===== config.mk =====
export PLATFORM = sky130hd
export DESIGN_NAME = fetch_unit
export DESIGN_NICKNAME = d
export VERILOG_FILES = /design/src/rtl/fetch_unit.sv
export SDC_FILE = /design/constraint.sdc
export NUM_CORES = 1
export LEC_CHECK = 0
export ABC_AREA = 1
export CAP_MARGIN = 20
export CELL_PAD_IN_SITES_DETAIL_PLACEMENT = 0
export CELL_PAD_IN_SITES_GLOBAL_PLACEMENT = 2
export CORE_MARGIN = 5
export CORE_UTILIZATION = 36
export CTS_CLUSTER_SIZE = 10
export DETAILED_ROUTE_END_ITERATION = 7
export PLACE_DENSITY_LB_ADDON = 0.1
export SYNTH_ARGS = -nofsm -noshare
export SYNTH_HDL_FRONTEND = slang
export SYNTH_SLANG_ARGS = --single-unit
export TNS_END_PERCENT = 30

===== constraint.sdc =====
create_clock -name clk -period 11.3 [get_ports clk]
set_clock_uncertainty 0.1 [all_clocks]
set_input_delay 2.26 -clock clk [delete_from_list [all_inputs] [get_ports clk]]
set_output_delay 2.26 -clock clk [all_outputs]
set_load 0.02 [all_outputs]

===== src/rtl/fetch_unit.sv =====
// Instruction-fetch stage: a single-outstanding-read fetch FSM feeding a DEPTH-entry prefetch queue.
// Redirects flush the queue; a read that is in flight when a redirect arrives is dropped when its ack returns.
//
// Handshakes: mem_req stays high with a stable mem_addr until mem_ack. The out_* head transfers on a cycle
// where out_valid and out_ready are both high. out_valid depends only on registered state.
module fetch_unit #(
    parameter int                    ADDR_WIDTH = 24,
    parameter int                    DATA_WIDTH = 32,
    parameter int                    DEPTH      = 4,
    parameter logic [ADDR_WIDTH-1:0] START_ADDR = 24'hFFE000
) (
    input  logic                      clk,
    input  logic                      rst,
    output logic                      mem_req,
    output logic [ADDR_WIDTH-1:0]     mem_addr,
    input  logic                      mem_ack,
    input  logic [DATA_WIDTH-1:0]     mem_data,
    input  logic                      redirect,
    input  logic [ADDR_WIDTH-1:0]     redirect_addr,
    output logic                      out_valid,
    output logic [DATA_WIDTH-1:0]     out_instr,
    output logic [ADDR_WIDTH-1:0]     out_pc,
    input  logic                      out_ready,
    output logic [$clog2(DEPTH):0]    level,
    output logic [1:0]                state_dbg
);

    localparam int PW = $clog2(DEPTH);
    localparam int LW = PW + 1;
    localparam logic [LW-1:0] DEPTH_L = LW'(DEPTH);

    localparam logic [1:0] S_IDLE = 2'd0;
    localparam logic [1:0] S_WAIT = 2'd1;
    localparam logic [1:0] S_DROP = 2'd2;

    logic [1:0]            state;
    logic [ADDR_WIDTH-1:0] fpc;
    logic [ADDR_WIDTH-1:0] redir_aligned;
    logic [ADDR_WIDTH-1:0] addr_inc;
    logic                  push;
    logic                  pop;
    logic [LW-1:0]         next_level;
    logic [PW-1:0]         wr_ptr;
    logic [PW-1:0]         rd_ptr;

    logic [DATA_WIDTH-1:0] instr_q [DEPTH];
    logic [ADDR_WIDTH-1:0] pc_q    [DEPTH];

    assign redir_aligned = {redirect_addr[ADDR_WIDTH-1:2], 2'b00};
    assign addr_inc      = mem_addr + ADDR_WIDTH'(4);

    assign push       = (state == S_WAIT) && mem_ack && !redirect;
    assign pop        = out_valid && out_ready && !redirect;
    assign next_level = level + LW'(push) - LW'(pop);

    assign mem_req   = (state != S_IDLE);
    assign out_valid = (level != '0);
    assign out_instr = instr_q[rd_ptr];
    assign out_pc    = pc_q[rd_ptr];
    assign state_dbg = state;

    // Queue storage carries no reset; only the pointers and level define validity.
    always_ff @(posedge clk) begin
        if (push) begin
            instr_q[wr_ptr] <= mem_data;
            pc_q[wr_ptr]    <= mem_addr;
        end
    end

    always_ff @(posedge clk or posedge rst) begin
        if (rst) begin
            level  <= '0;
            wr_ptr <= '0;
            rd_ptr <= '0;
        end else if (redirect) begin
            level  <= '0;
            wr_ptr <= '0;
            rd_ptr <= '0;
        end else begin
            level <= next_level;
            if (push) wr_ptr <= wr_ptr + PW'(1);
            if (pop)  rd_ptr <= rd_ptr + PW'(1);
        end
    end

    // A new read is only issued while a queue slot is free, so an ack can always be pushed.
    always_ff @(posedge clk or posedge rst) begin
        if (rst) begin
            state    <= S_IDLE;
            mem_addr <= START_ADDR;
            fpc      <= START_ADDR;
        end else begin
            case (state)
                S_IDLE: begin
                    if (redirect) begin
                        fpc <= redir_aligned;
                    end else if (next_level < DEPTH_L) begin
                        state    <= S_WAIT;
                        mem_addr <= fpc;
                    end
                end
                S_WAIT: begin
                    if (redirect) begin
                        fpc   <= redir_aligned;
                        state <= mem_ack ? S_IDLE : S_DROP;
                    end else if (mem_ack) begin
                        fpc <= addr_inc;
                        if (next_level < DEPTH_L) mem_addr <= addr_inc;
                        else                      state    <= S_IDLE;
                    end
                end
                S_DROP: begin
                    if (redirect) fpc   <= redir_aligned;
                    if (mem_ack)  state <= S_IDLE;
                end
                default: state <= S_IDLE;
            endcase
        end
    end

endmodule


# After elaboration in Yosys (flattened, before gate mapping)
# Memory sizes are Yosys's and may differ from the RTL's.
# Index checks and enable logic that the tools add are counted.
word_totals:
  reg_bits: 57
  mem_bits_rw: 224
  in_bits: 61
  word_cells: 66
  n_memories: 2
op_classes:
  n_addsub: 5
  n_lt_le_gt_ge: 1
  n_eq_ne: 11
  n_mux: 25
  n_reduce_logical: 16
memory_table:
  columns: ["memory", "words", "width", "rd", "rd_ports_with_merged_regs", "write_ports", "line_no", "rtl"]
  rows:
  - ["instr_q", 4, 32, 1, 0, 1, "46", "logic [DATA_WIDTH-1:0] instr_q [DEPTH];"]
  - ["pc_q", 4, 24, 1, 0, 1, "47", "logic [ADDR_WIDTH-1:0] pc_q [DEPTH];"]
ops:
  columns: ["op", "n"]
  rows:
  - ["24-bit 2-to-1 mux", 8]
  - ["24-bit case mux with 2 select lines", 2]
  - ["24-bit by 3-bit adder with 24-bit output, second input constant", 1]
  - ["2-bit 2-to-1 mux", 11]
  - ["2-bit inequality test, second input constant", 5]
  - ["2-bit nonzero test", 5]
  - ["3-bit inequality test, second input constant", 2]
  - ["2-bit case mux with 3 select lines", 1]
  - ["6-bit AND reduction", 1]
  - ["5-bit AND reduction", 1]
  - ["2-bit by 1-bit adder with 2-bit output, second input constant", 2]
  - ["1-bit logical AND", 4]
  - ["2-bit by 1-bit inequality test with 1-bit output, second input constant", 2]
  - ["3-bit by 1-bit adder with 3-bit output", 1]
  - ["3-bit < comparator, second input constant", 1]
  - ["3-bit 2-to-1 mux", 1]
  - ["3-bit AND reduction", 1]
  - ["3-bit nonzero test", 1]
  - ["3-bit by 1-bit subtractor with 3-bit output", 1]
  - ["2-bit by 1-bit equality test with 1-bit output, second input constant", 1]
  - ["2-bit equality test, second input constant", 1]
  - ["2-bit zero test", 1]
  - ["1-bit 2-to-1 mux", 2]
  - ["2-bit OR reduction", 1]
  - ["1-bit zero test", 1]

# Longest topological paths before layout
# Gate-level depths: netlist of the first run.
depth:
  depth_word: 10
  ltp_mapped: 19

# Worst setup path after synthesis of the first run
# OpenSTA, ideal clock, no wires.
synth_path:
  kind: "input to register"
  from: "in redirect"
  to: "mem instr_q[0][0] (enable)"
  arrival_ns: 4.883
  setup_slack_ns: 5.847
  stages: 3
  cell_sequence: "inv_2 > nand3_1 > nor2_1"
synth_via:
  elab_chain_len: 4
synth_rtl:
  columns: ["element", "line_no", "rtl"]
  rows:
  - ["start: declaration", "18", "input logic redirect,"]
  - ["1-bit zero test", "52", "assign push = (state == S_WAIT) && mem_ack && !redirect;"]
  - ["1-bit logical AND", "52", null]
  - ["1-bit 2-to-1 mux", "64", "if (push) begin"]
  - ["1-bit 2-to-1 mux (implied by the code)", "65", "instr_q[wr_ptr] <= mem_data;"]
  - ["end: declaration", "46", null]
# No other way between the ends.

# Worst setup path in the final report of the first run
layout_path:
  from: "reg rd_ptr[0]"
  to: "out out_pc[10]"
layout_via:
  elab_chain_len: 1
layout_rtl:
  columns: ["element", "line_no", "rtl"]
  rows:
  - ["start: declaration", "44", "logic [PW-1:0] rd_ptr;"]
  - ["start signal: assignment", "82", "if (pop) rd_ptr <= rd_ptr + PW'(1);"]
  - ["memory read 4 x 24 bit", null, null]
  - ["end: declaration", "22", "output logic [ADDR_WIDTH-1:0] out_pc,"]
# No other way between the ends.

==> Flow_metrics.wiki, run 1 <==
{| class="wikitable"
! Metric !! Value
|-
| # Max-Cap Violations || 0
|-
| Layer with the highest usage after global routing || met2
|-
| Worst Setup Path Type || register to primary output
|-
| Worst hold path type || register to register
|-
| Clock Pin Slew Worst Setup and Hold Paths || roughly 0.06 ns
|-
| Family with the most delay on the worst path || buffers and inverters
|-
| CTS Buffer Depth || 3
|-
| Final hold violation count || 0
|-
| Antenna Violating Nets Remaining || 0
|-
| PostCTS Resize Cnt || 0
|-
| Synthesis Warnings || 0
|-
| Kind of capture point of the worst setup path || primary output
|-
| Avg Synthesized Cell Area || 11.2 sq um
|-
| Cells after Synth || approximately 1000
|-
| Total Die Area || 0.0361 sq mm
|-
| Headroom to the max-slew limit || 0.384
|-
| CTS Buf Count || 34
|-
| Core box area || between 0.03 and 0.04 sq mm
|-
| Core Util, Final || 0.456
|-
| First-iteration detailed-routing DRC count || 380
|-
| Non-filler cells in the finished layout || roughly 1600
|-
| Register area share after synthesis || 0.702
|-
| Post-synthesis instance area || 0.0117 sq mm
|-
| Worst Hold Launch || fpc[17]$_DFFE_PP1P_
|-
| Net count after synthesis || 1113
|-
| Crit path DAT || 3.45 ns
|-
| Final Routed Wirelength || 29000 um
|-
| VDD IR-drop max || 0.0938 mV
|-
| Synthesis-to-layout area growth || 24.5%
|-
| Post-route design area || 0.0145 sq mm
|-
| Most common cell after layout, fill and taps aside || edfxtp_1
|-
| Critical path fanouts, max || 57
|-
| Deepest level of the CTS H-tree || 2
|-
| Skew-Pair Late Insertion Delay || 0.50 ns
|-
| Root Buffer Master || clkbuf_16
|-
| Row count || 65
|-
| Fraction of final layout cells sized beyond drive strength 1 || 0.0743
|-
| Met2 Track Usage GR || 0.262
|-
| Count of endpoints failing setup in the final report || 0
|-
| Final cycle utilization of the critical path || 0.514
|-
| Tmin final || 5.81 ns
|-
| Crit path cell chain || clkinv_2 > buf_4 > o21ai_0 > o22ai_1 > clkdlybuf4s50_1
|-
| Y dimension of the die || 190 um
|-
| Total via count after detailed routing || 7870
|-
| Number of global-route vias before repair || 7856
|-
| Detailed-placement wirelength estimate || roughly 16000 um
|-
| Power per cell area || 238 mW/mm^2
|-
| Met1 Use GR || 0.221
|-
| Post-CTS Setup Bufs || 0
|-
| First-pass GRT wire length || 45200 um
|-
| Met3 usage || 0.0290
|-
| Count of buffer and inverter cells on the critical path || 3
|-
| Number of design rule violations left after detail routing || 0
|-
| Unrepaired setup endpoints after global routing || no
|-
| Pins Over Slew Limit || 0
|-
| Via-per-instance ratio || roughly 4.8
|-
| Instance area after placement || about 0.014 sq mm
|-
| Overall global routing resource usage || 0.159
|-
| Final sum of negative setup slack || 0 ns
|-
| Yosys cell types || 30
|-
| Io pins || 148
|-
| Number of buffers added on ports || between 100 and 150
|-
| Effective utilization at floorplan || 0.366
|-
| Horiz. Die Dim || between 150 and 200 um
|-
| Final layout net count || between 1000 and 1500
|-
| Final global-route overflow total || 0
|-
| DR WL/cell || around 18 um
|-
| Required @ worst endpoint || 8.94 ns
|-
| CTS tree || yes
|-
| Number of flip-flops and latches in the synthesized netlist || 281
|-
| Peak Freq || 172 MHz
|-
| Total placed cells including tap cells || around 1600
|-
| Initial antenna violation count || 0
|-
| Highest-delay cell along the critical path || clkdlybuf4s50_1
|-
| Final weighted congestion of routability-driven global placement || approximately 0.73
|-
| 1st-pass router iterations || 5
|-
| Worst-case hold slack || 0.369 ns
|-
| Hold-fix buffer count after cts || 0
|-
| Worst slew pin tran || 0.924 ns
|-
| Startpoint of the worst register-to-register path || state_dbg[1]$_DFFE_PP0P_
|-
| Largest stage delay on the critical path || around 0.68 ns
|-
| Critical Path Start Type || register
|-
| Run status || finished clean
|-
| Antenna diode count || 0
|-
| Crit path launch || rd_ptr[0]$_DFFE_PP0P_
|-
| Commonest non-fill, non-tap cells in the layout || 224 x edfxtp_1, 200 x nand2_1, 188 x nor2_1
|-
| Reported leakage power || 0.00520 uW
|-
| Largest net degree at the start of global routing || 90
|-
| Number of sinks handled by clock tree synthesis || around 280
|}
==> tightest hold or removal path, delay by kind of cell (launching register included) <==
| family | cells | cell delay [ns] |
|---|---|---|
| DFF | 1 | 0.36 |
| and+or+nand+nor | 2 | 0.11 |
==> where the power goes <==
group          leakage, uW  internal [uW]  total [uW]  switching, uW
combinational      0.00204            404        1040            640
sequential         0.00270           1300        1450            152
clock             0.000462            565         957            393
total              0.00520           2270        3450           1180
==> stage by stage <==
stage / total power (uW) / setup slack, ns
after detailed placement: 2530 / 5.28
after global placement: 2530 / 5.27
final: 3450 / 5.49
after CTS: 3510 / 5.35
after global routing: 3660 / 5.24
after floorplan: 2060 / 5.85
==> synthesized netlist by cell type <==
cell type | count | share of area
and2_1 | 1 | 0.00054
o21ai_1 | 1 | 0.00043
nand2_2 | 1 | 0.00054
clkbuf_1 | 34 | 0.011
xnor2_1 | 6 | 0.0045
inv_4 | 1 | 0.00054
buf_4 | 1 | 0.00064
nand3b_1 | 5 | 0.0032
dfrtp_1 | 35 | 0.075
ha_1 | 7 | 0.0075
nand3b_4 | 1 | 0.0017
o22ai_1 | 56 | 0.030
dfstp_2 | 22 | 0.050
o21ai_2 | 1 | 0.00075
nor2_2 | 2 | 0.0011
nand4_1 | 1 | 0.00054
nand2_1 | 200 | 0.064
a31oi_1 | 2 | 0.0011
fa_1 | 1 | 0.0017
inv_1 | 38 | 0.012
inv_2 | 3 | 0.00097
o21ai_0 | 135 | 0.058
xor2_1 | 3 | 0.0023
nor2_1 | 193 | 0.062
a21oi_1 | 10 | 0.0043
o211ai_1 | 5 | 0.0032
edfxtp_1 | 224 | 0.58
nand3_1 | 38 | 0.016
buf_6 | 2 | 0.0019
buf_2 | 15 | 0.0064
==> final cells by class <==
type                    instances  area [sq um]
fillers                      3006         17300
inverters                      42           161
clock buffers                  46           917
well taps                     435           544
flip-flops and latches        281          8190
clock inverters                 4          36.3
multi-input cells             669          3110
repair buffers                156          1550
==> worst paths after layout <==
| kind | endpoint | slack (ns) | depth (start not counted) |
|---|---|---|---|
| setup / recovery | out_pc[10] | 5.49 | 5 |
| hold / removal | fpc[17]$_DFFE_PP1P_ | 0.37 | 2 |
| setup reg to reg | mem_addr[0]$_DFFE_PP0P_ | 7.09 | 17 |
| hold reg to reg | fpc[17]$_DFFE_PP1P_ | 0.37 | 2 |
| max in group asynchronous | rd_ptr[0]$_DFFE_PP0P_ | 8.30 | 3 |
| min in group asynchronous | state_dbg[1]$_DFFE_PP0P_ | 2.21 | 3 |
==> flip-flops by register name, summed over array words and instances (netlist names) <==
register and count:
wr_ptr 2, mem_addr 24, pc_q 96, fpc 24, level 3, instr_q 128, state_dbg 2, rd_ptr 2
==> logic make-up after synthesis <==
kind of cell               after synthesis  synth area share
adders and majority gates                8           0.00923
xor gates and xnor gates                 9           0.00676
AOI/OAI and AO/OA                      210            0.0978
and+or+nand+nor                        442             0.151
DFF                                    281             0.702
buffers and inverters                   94            0.0337
==> per-layer routing <==
| layer | up-vias | share of wire |
|---|---|---|
| li1 | 3917 | - |
| met1 | 3754 | 0.47 |
| met2 | 162 | 0.47 |
| met3 | 37 | 0.043 |
| met4 | 0 | 0.017 |
| met5 | - | 0 |
Note: power is estimated with default switching activity, not from simulation.
==> run 2: changes to the inputs <==
Settings changed: CORE_UTILIZATION 36 to 33.
Clock period 11.3 ns to 5.16 ns, I/O delays scaled along.
==> run 2 against run 1 <==
Worst hold slack got worse by 0.00094 ns. Sequential cell count did not move. Via count rose by 0.55%. Clock-buffer cell count rose by 1.
==> Flow_metrics.wiki, run 2 (synthesis results as in run 1) <==
{| class="wikitable"
! Metric !! Value
|-
| Via-per-instance ratio || 4.76 (-1.1%)
|-
| Run status || finished clean
|-
| Reported leakage power || 0.00525 uW (+0.99%)
|-
| Top flop regs || instr_q (128), pc_q (96)
|-
| Number of design rule violations left after detail routing || 0 (unchanged)
|-
| Number of sinks handled by clock tree synthesis || 281 (unchanged)
|-
| Instance area after placement || 0.0136 sq mm (+0.65%)
|-
| Total via count after detailed routing || 7913 (+0.55%)
|-
| Horiz. Die Dim || 198 um (+4.2%)
|-
| Pins Over Slew Limit || 0 (unchanged)
|-
| Fraction of final layout cells sized beyond drive strength 1 || 0.0796 (+0.00531)
|-
| Deepest level of the CTS H-tree || 2 (unchanged)
|-
| Power per cell area || 525 mW/mm^2 (+120%)
|-
| Final cycle utilization of the critical path || 0.827
|-
| Final weighted congestion of routability-driven global placement || 0.770 (+5.6%)
|-
| Final global-route overflow total || 0 (unchanged)
|-
| Final sum of negative setup slack || 0 ns (unchanged)
|-
| VDD IR-drop max || 0.219 mV (+130%)
|-
| Synthesis-to-layout area growth || 25.6%
|-
| Kind of capture point of the worst setup path || primary output
|-
| Worst-case hold slack || 0.368 ns (-0.000935 ns)
|-
| Register with the highest flop count || instr_q
|-
| Commonest non-fill, non-tap cells in the layout || 224 x edfxtp_1, 200 x nand2_1, 188 x nor2_1
|-
| Worst Setup Path Type || register to primary output
|-
| Core Util, Final || 0.421 (-0.0346)
|-
| Layout fillers || 3360 (+12%)
|-
| Hold-fix buffer count after cts || 0 (unchanged)
|-
| Antenna diode count || 0 (unchanged)
|-
| Tmin final || about 4.3 ns
|-
| Antenna Violating Nets Remaining || 0 (unchanged)
|-
| Peak Freq || approximately 230 MHz
|-
| # Max-Cap Violations || 0 (unchanged)
|-
| Total Die Area || 0.0392 sq mm (+8.6%)
|-
| PostCTS Resize Cnt || 0 (unchanged)
|-
| Root Buffer Master || clkbuf_16
|-
| Effective utilization at floorplan || 0.336 (-0.0308)
|-
| Io pins || 148 (unchanged)
|-
| Register area || 0.00819 sq mm (unchanged)
|-
| CTS Buffer Depth || 3 (unchanged)
|-
| Total power draw || 7690 uW (+120%)
|-
| Initial antenna violation count || 0 (unchanged)
|-
| Post-route design area || 0.0146 sq mm (+0.88%)
|-
| Headroom to the max-slew limit || 0.352 (-0.0318)
|-
| Most common cell after layout, fill and taps aside || edfxtp_1
|-
| DR WL/cell || 18.4 um (+3.8%)
|-
| First-pass GRT wire length || 46800 um (+3.5%)
|-
| Count of endpoints failing setup in the final report || 0 (unchanged)
|-
| Required @ worst endpoint || 4.03 ns (-4.91 ns)
|-
| 1st-pass router iterations || 4 (-1)
|-
| Critical Path Start Type || register
|-
| Row count || 68 (+4.6%)
|-
| Worst slew pin tran || 0.970 ns (+0.0463 ns)
|-
| Worst hold path type || register to register
|-
| Y dimension of the die || 198 um (+4.2%)
|-
| CTS Buf Count || 35 (+2.9%)
|-
| Final layout net count || 1258 (+0.40%)
|-
| Final hold violation count || 0 (unchanged)
|-
| Detailed-placement wirelength estimate || 18000 um (+11%)
|-
| Critical path fanouts, max || 83 (+46%)
|-
| First-iteration detailed-routing DRC count || 311 (-18%)
|-
| Core box area || 0.0347 sq mm (+9.2%)
|-
| Number of buffers added on ports || 145 (unchanged)
|-
| Crit path DAT || 3.14 ns (-0.31 ns)
|-
| Unrepaired setup endpoints after global routing || no
|-
| Largest net degree at the start of global routing || 84 (-6.7%)
|-
| Final Routed Wirelength || 30600 um (+5.6%)
|-
| Number of global-route vias before repair || 8013 (+2.0%)
|-
| CTS tree || yes
|-
| Clock Pin Slew Worst Setup and Hold Paths || 0.05 ns (about the same)
|-
| Skew-Pair Late Insertion Delay || 0.50 ns (about the same)
|-
| Flip-flop count of the largest register after layout || 128 (unchanged)
|-
| Multi-input combinational cell area || 0.00311 sq mm (unchanged)
|-
| Overall global routing resource usage || 0.154 (-0.00539)
|-
| Post-CTS Setup Bufs || 0 (unchanged)
|}
==> run 2: metal layers <==
| metal | global-route usage | part of all wire | vias up |
|---|---|---|---|
| li1 | - | - | 3923 |
| met2 | 0.262 | 0.48 | 157 |
| met3 | 0.0271 | 0.042 | 39 |
| met1 | 0.206 | 0.46 | 3794 |
| met4 | 0.0344 | 0.017 | 0 |
| met5 | 0 | 0 | - |
==> run 2: final cells by class <==
cell class | instances | area share
Sequential cell | 281 | 0.559
Clock buffer | 47 | 0.0644
Multi-Input combinational cell | 669 | 0.213
Timing Repair Buffer | 160 | 0.109
Inverter | 42 | 0.0110
Clock inverter | 7 | 0.00487
Tap cell | 455 | 0.0389
==> run 2: metrics by stage <==
stage                     std cells  worst slack [ns]
final                          1661             0.890
after global routing           1661             0.634
after CTS                      1661             0.827
after detailed placement       1607             0.803
after global placement         1607             0.842
after floorplan                1044             0.935
==> run 2: final timing paths <==
kind / startpoint / endpoint / slack (ns) / cells past startpoint
setup reg to reg: state_dbg[1]$_DFFE_PP0P_ / mem_addr[1]$_DFFE_PP0P_ / 1.39 / 17
hold reg to reg: fpc[23]$_DFFE_PP1P_ / fpc[23]$_DFFE_PP1P_ / 0.37 / 2
setup / recovery: rd_ptr[0]$_DFFE_PP0P_ / out_pc[10] / 0.89 / 4
hold / removal: fpc[23]$_DFFE_PP1P_ / fpc[23]$_DFFE_PP1P_ / 0.37 / 2
min in group asynchronous: rst / fpc[1]$_DFFE_PP0P_ / 0.94 / 2
max in group asynchronous: rst / fpc[20]$_DFFE_PP1P_ / 3.10 / 3
==> run 2: power by group <==
group          total (uW)  switching, uW  internal [uW]
clock                2190            867           1320
sequential           3180            340           2840
combinational        2320           1420            898
total                7690           2630           5060
==> run 2: critical path, cell delays in order (launching register included) <==
cell and delay [ns]:
dfrtp_4 0.63, buf_4 0.73, o21ai_0 0.20, o22ai_1 0.35, clkdlybuf4s50_1 0.69
